--- src/rtl/fetch_unit.sv ---
// Instruction fetch stage: owns the PC, issues one imem read at a time and
// buffers each returned word in a registered IF/ID slot toward decode.
module fetch_unit #(
   parameter int unsigned     XLEN     = 32,
   parameter logic [XLEN-1:0] RESET_PC = '0
) (
   input  logic            clk,
   input  logic            reset,
   output logic            imem_req,
   output logic [XLEN-1:0] imem_addr,
   input  logic            imem_rvalid,
   input  logic [31:0]     imem_rdata,
   input  logic            redirect_valid,
   input  logic [XLEN-1:0] redirect_pc,
   output logic            id_valid,
   input  logic            id_ready,
   output logic [31:0]     id_instr,
   output logic [XLEN-1:0] id_pc,
   output logic [6:0]      id_opcode
);

   localparam logic [31:0] NOP = 32'h0000_0013;

   typedef enum logic [1:0] {
      S_IDLE,
      S_REQ,
      S_WAIT,
      S_HOLD
   } state_t;

   state_t          state_q, state_d;
   logic [XLEN-1:0] pc_q, pc_d;
   logic            kill_q, kill_d;
   logic            req_q, req_d;
   logic            valid_q, valid_d;
   logic [31:0]     instr_q, instr_d;
   logic [XLEN-1:0] id_pc_q, id_pc_d;
   logic [XLEN-1:0] redirect_target;

   assign redirect_target = redirect_pc & ~XLEN'(3);

   // NOTE: sequential state uses non-blocking assignments so every register
   // samples its pre-edge inputs regardless of statement order.
   always_ff @(posedge clk or posedge reset) begin
      if (reset) begin
         state_q <= S_IDLE;
      end else begin
         state_q <= state_d;
      end
   end

   always_ff @(posedge clk or posedge reset) begin
      if (reset) begin
         pc_q    <= RESET_PC;
         kill_q  <= 1'b0;
         req_q   <= 1'b0;
         valid_q <= 1'b0;
         instr_q <= NOP;
         id_pc_q <= '0;
      end else begin
         pc_q    <= pc_d;
         kill_q  <= kill_d;
         req_q   <= req_d;
         valid_q <= valid_d;
         instr_q <= instr_d;
         id_pc_q <= id_pc_d;
      end
   end

   // NOTE: every signal gets a default before the case so no path through
   // this block leaves one unassigned, which would infer a latch.
   always_comb begin
      state_d = state_q;
      pc_d    = pc_q;
      kill_d  = kill_q;
      valid_d = valid_q;
      instr_d = instr_q;
      id_pc_d = id_pc_q;

      unique case (state_q)
         S_IDLE: state_d = S_REQ;
         S_REQ:  state_d = S_WAIT;
         S_WAIT: begin
            if (imem_rvalid) begin
               if (kill_q) begin
                  kill_d  = 1'b0;
                  state_d = S_REQ;
               end else begin
                  instr_d = imem_rdata;
                  id_pc_d = pc_q;
                  valid_d = 1'b1;
                  pc_d    = pc_q + XLEN'(4);
                  state_d = S_HOLD;
               end
            end
         end
         S_HOLD: begin
            if (id_ready) begin
               valid_d = 1'b0;
               state_d = S_REQ;
            end
         end
         default: state_d = S_IDLE;
      endcase

      // A redirect overrides whatever the state-specific logic decided,
      // including a same-cycle decode handshake or memory response.
      if (redirect_valid) begin
         pc_d    = redirect_target;
         valid_d = 1'b0;
         instr_d = NOP;
         unique case (state_q)
            S_REQ: begin
               kill_d  = 1'b1;
               state_d = S_WAIT;
            end
            S_WAIT: begin
               kill_d  = ~imem_rvalid;
               state_d = imem_rvalid ? S_REQ : S_WAIT;
            end
            default: begin
               kill_d  = 1'b0;
               state_d = S_REQ;
            end
         endcase
      end
   end

   // The request flop mirrors "next state is REQ" so imem_req stays registered.
   assign req_d = (state_d == S_REQ);

   assign imem_req  = req_q;
   assign imem_addr = pc_q;
   assign id_valid  = valid_q;
   assign id_instr  = instr_q;
   assign id_pc     = id_pc_q;
   assign id_opcode = instr_q[6:0];

endmodule

--- config.mk ---
export PLATFORM = sky130hd
export DESIGN_NAME = fetch_unit
export DESIGN_NICKNAME = d
export VERILOG_FILES = /design/src/rtl/fetch_unit.sv
export SDC_FILE = /design/constraint.sdc
export NUM_CORES = 1
export LEC_CHECK = 0
export ABC_AREA = 1
export CAP_MARGIN = 10
export CORE_MARGIN = 1.5
export CORE_UTILIZATION = 46
export CTS_BUF_LIST = sky130_fd_sc_hd__clkbuf_4 sky130_fd_sc_hd__clkbuf_8
export DETAILED_ROUTE_END_ITERATION = 12
export PLACE_DENSITY = 0.82
export SKIP_LAST_GASP = 1
export SYNTH_ARGS = -nofsm -noshare
export SYNTH_HDL_FRONTEND = slang
export SYNTH_SLANG_ARGS = --single-unit
--- constraint.sdc ---
create_clock -name clk -period 3.94 [get_ports clk]
set_clock_uncertainty 0.05 [all_clocks]
set_input_delay 0.788 -clock clk [delete_from_list [all_inputs] [get_ports clk]]
set_output_delay 0.788 -clock clk [all_outputs]
set_load 0.01 [all_outputs]
==> metrics.md <==
| Metric | Value |
|---|---|
| Layout overhead on the synthesized area | `38.8%` |
| Shortest period the worst path allows | `2540 ps` |
| Total CTS buffers | `9` |
| Final Util | `0.653` |
| Initial antenna violation count | `0` |
| RD Place Congestion | `0.869` |
| Endpoints failing setup | `0` |
| Cell with the biggest individual delay on the critical path | `sky130_fd_sc_hd__inv_2` |
| Max clock buf depth | `2` |
| Total global-route track usage | `0.243` |
| Detailed Place HPWL | `9.67 mm` |
| Share of the clock period used by the worst path | `0.645` |
| Unrepaired setup endpoints after global routing | `false` |
| Die Outline Area | `11100 µm²` |
| LEAKAGE | `3.04 nW` |
| Endpoint kind of the worst setup timing path | `register` |
| Cell type with the largest total area after synthesis | `sky130_fd_sc_hd__dfrtp_1` |
| R2R Setup Slk | `1530 ps` |
| Average cell area after synthesis | `8.28 µm²` |
| Classification of the worst setup path | `in2reg` |
| Leading cell type by number of instances after synthesis | `sky130_fd_sc_hd__nand2_1` |
| Sequential element share of the synthesized area | `0.505` |
| Startpoint Class | `primary input` |
| Standard cell area after detailed placement | `6480 µm²` |
| Number of remaining DRC errors | `0` |
| Share of the synthesized area in the top cell type | `0.489` |
| Total of hold buffers inserted after clock tree synthesis | `0` |
| Slew at the pin closest to its max-slew limit | `877 ps` |
| Clock root buffer | `sky130_fd_sc_hd__clkbuf_8` |
| Final hold violation count | `0` |
| Synth unique cells | `31` |
| Layout cells sized above 1 | `0.0541` |
| Primary FF master, synth | `sky130_fd_sc_hd__dfrtp_1` |
| # placed instances | `859` |
| Area of the core | `10200 µm²` |
| Count of antenna diodes in the layout | `0` |
| Upper clock frequency limit | `0.394 GHz` |
| Total number of placement rows | `37` |
| CTS tree | `done` |
| H-tree lvl count | `3` |
| Pin count of the biggest net entering global routing | `63` |
| Post-CTS setup buffer count | `0` |
| Initial Utilization | `0.470` |
| Leading post-synthesis cells by cell area | `sky130_fd_sc_hd__dfrtp_1 49%, sky130_fd_sc_hd__nand2_1 13%, sky130_fd_sc_hd__o21ai_0 6.2%` |
| Average routed wire per standard cell | `15.0 µm` |
| Most common library cells after synthesis | `166 x sky130_fd_sc_hd__nand2_1, 94 x sky130_fd_sc_hd__dfrtp_1, 60 x sky130_fd_sc_hd__o21ai_0, 58 x sky130_fd_sc_hd__inv_1, 47 x sky130_fd_sc_hd__nand3_1` |
| Remaining number of nets flagged by the antenna check after routing | `0` |
| Required time reported for the critical path endpoint | `4190 ps` |
| Post-Synthesis Cells | `581` |
| Cell count of the worst reg-to-reg path | `8` |
| Share of async-settable or async-resettable flops after synthesis | `1.00` |
| Number of clock sinks | `97` |
| Worst reg2reg path endpoint | `imem_addr[11]$_DFFE_PP0P_` |
| Summed negative setup slack over all endpoints | `0 ps` |
| Endpoint with the worst hold slack | `id_pc[3]$_DFFE_PP0P_` |
| Global-route wire length before repair | `21.3 mm` |
| Total wire length | `13.1 mm` |
| WP data arrival | `2790 ps` |
| # resized after CTS | `0` |
| Hold Path Cell Cnt | `2` |
| Width of the chip | `105 µm` |
| Mapped Area | `4810 µm²` |
| First drt pass iteration count | `6` |
| Number of vias per cell after detailed routing | `5.11` |
| Drt first-iter violations | `296` |
| Total power per unit cell area | `495 nW/µm²` |
| Final Slew Violations | `0` |
| Worst-path clk slew | `100 ps` |
| Via Count | `4471` |
| Die boundary height | `105 µm` |
| Cell chain of the critical path | `clkdlybuf4s50_1, nand2_2, nor2_8, nand2_2, inv_2, nand3_1, nand3_1` |
| Maximum net fanout on the critical path | `50` |
| Count of boundary I/O pins | `174` |
| Status | `finished, final reports clean` |
| Hold slack | `432 ps` |
| Vias in the first global route | `4308` |
| I/O Buffers | `167` |
| Clock latency at the later pin of the worst-skew pair | `370 ps` |
| Final cell count without fillers | `875` |
| Relative slew slack | `0.415` |
| Peak supply drop | `0.000252 V` |
| Number of synthesized flops with an enable pin | `0` |
| Overflow left after global routing | `0` |
| Worst Hold Class | `reg2reg` |
| Source of the worst hold timing path | `id_pc[3]$_DFFE_PP0P_` |
| Post-route cell area | `6680 µm²` |
| Number of register bits inferred by synthesis | `97` |
| Count of yosys warnings during synthesis | `0` |
| Worst reg2reg path startpoint | `state_q[0]$_DFF_PP0_` |
| Nets | `809` |
| Maximum single-stage delay on the critical path | `680 ps` |
| Number of max-cap violations | `0` |
## layer usage
layer | track usage | vias up | wire length, µm
met5 | 0 | - | 0
met4 | 0.0910 | 0 | 286
met3 | 0.0291 | 26 | 820
met2 | 0.387 | 187 | 6260
met1 | 0.343 | 2078 | 5740
li1 | - | 2180 | -
## cell usage in the layout (no fill, tap or decap), types with 2 or more instances in the layout
| cell type | netlist | routed |
|---|---|---|
| sky130_fd_sc_hd__a21oi_1 | 7 | 7 |
| sky130_fd_sc_hd__a22o_1 | 29 | 29 |
| sky130_fd_sc_hd__and2_1 | 3 | 3 |
| sky130_fd_sc_hd__buf_4 | 16 | 4 |
| sky130_fd_sc_hd__clkbuf_8 | 0 | 10 |
| sky130_fd_sc_hd__clkdlybuf4s50_1 | 0 | 167 |
| sky130_fd_sc_hd__clkinv_2 | 0 | 2 |
| sky130_fd_sc_hd__clkinv_4 | 0 | 2 |
| sky130_fd_sc_hd__conb_1 | 1 | 4 |
| sky130_fd_sc_hd__dfrtp_1 | 94 | 94 |
| sky130_fd_sc_hd__dfstp_2 | 3 | 3 |
| sky130_fd_sc_hd__ha_1 | 6 | 6 |
| sky130_fd_sc_hd__inv_1 | 58 | 57 |
| sky130_fd_sc_hd__inv_2 | 3 | 3 |
| sky130_fd_sc_hd__nand2_1 | 166 | 166 |
| sky130_fd_sc_hd__nand2_2 | 4 | 4 |
| sky130_fd_sc_hd__nand3_1 | 47 | 47 |
| sky130_fd_sc_hd__nand4_1 | 3 | 3 |
| sky130_fd_sc_hd__nor2_1 | 42 | 42 |
| sky130_fd_sc_hd__nor2_2 | 7 | 7 |
| sky130_fd_sc_hd__o21ai_0 | 60 | 60 |
| sky130_fd_sc_hd__o221ai_1 | 2 | 2 |
| sky130_fd_sc_hd__o22a_1 | 3 | 3 |
| sky130_fd_sc_hd__o22ai_1 | 2 | 2 |
| sky130_fd_sc_hd__xor2_1 | 2 | 2 |
## registers in the layout, summed over array words and instances, names as in the netlist
name and cells:
id_instr 32, id_pc 30, imem_addr 30, state_q 2, id_valid 1, imem_req 1, kill_q 1
## metrics by stage
| step | setup WS [ps] | power (mW) |
|---|---|---|
| after floorplan | 573 | 2.00 |
| after global placement | 1120 | 2.61 |
| after detailed placement | 1030 | 2.66 |
| after CTS | 1410 | 3.33 |
| after global routing | 1190 | 3.52 |
| final | 1400 | 3.31 |
## cell type report
cell class,count,area (µm²)
Tap cell,136,170
Multi-Input combinational cell,394,1940
Sequential cell,97,2430
Fill cell,872,3550
Inverter,61,231
Clock inverter,6,66.3
Timing Repair Buffer,171,1700
Clock buffer,10,138
## worst max-delay path: cells and delay by family
kind                   cells  cell delay, ps
buffers and inverters      2            1220
AND/OR/NAND/NOR            5             770
## worst max path at each step
stage / slack, ps / depth (start not counted) / start / to
3_3_place_gp: 1120 / 7 / imem_rvalid / imem_addr[13]$_DFFE_PP0P_
5_1_grt: 1190 / 7 / imem_rvalid / imem_addr[11]$_DFFE_PP0P_
2_1_floorplan: 570 / 1 / reset / id_instr[10]$_DFFE_PP0P_
6_report: 1400 / 7 / imem_rvalid / imem_addr[11]$_DFFE_PP0P_
4_1_cts: 1410 / 7 / imem_rvalid / imem_addr[12]$_DFFE_PP0P_
3_5_place_dp: 1030 / 6 / imem_rvalid / id_instr[10]$_DFFE_PP0P_
## power by group
group	switching (mW)	internal [mW]	total, mW
clock	0.357	0.313	0.671
combinational	0.587	0.628	1.22
sequential	0.188	1.23	1.42
total	1.13	2.18	3.31
## kinds of logic after synthesis
family	Yosys count	synth area share
adder cells (fa/ha/maj)	6	0.0156
buffers and inverters	93	0.0936
AND/OR/NAND/NOR	274	0.240
XOR/XNOR	3	0.00546
other	1	0.000779
AO/OA/AOI/OAI	107	0.140
flip-flops	97	0.505
No activity file was read; power rests on OpenSTA's default activity.
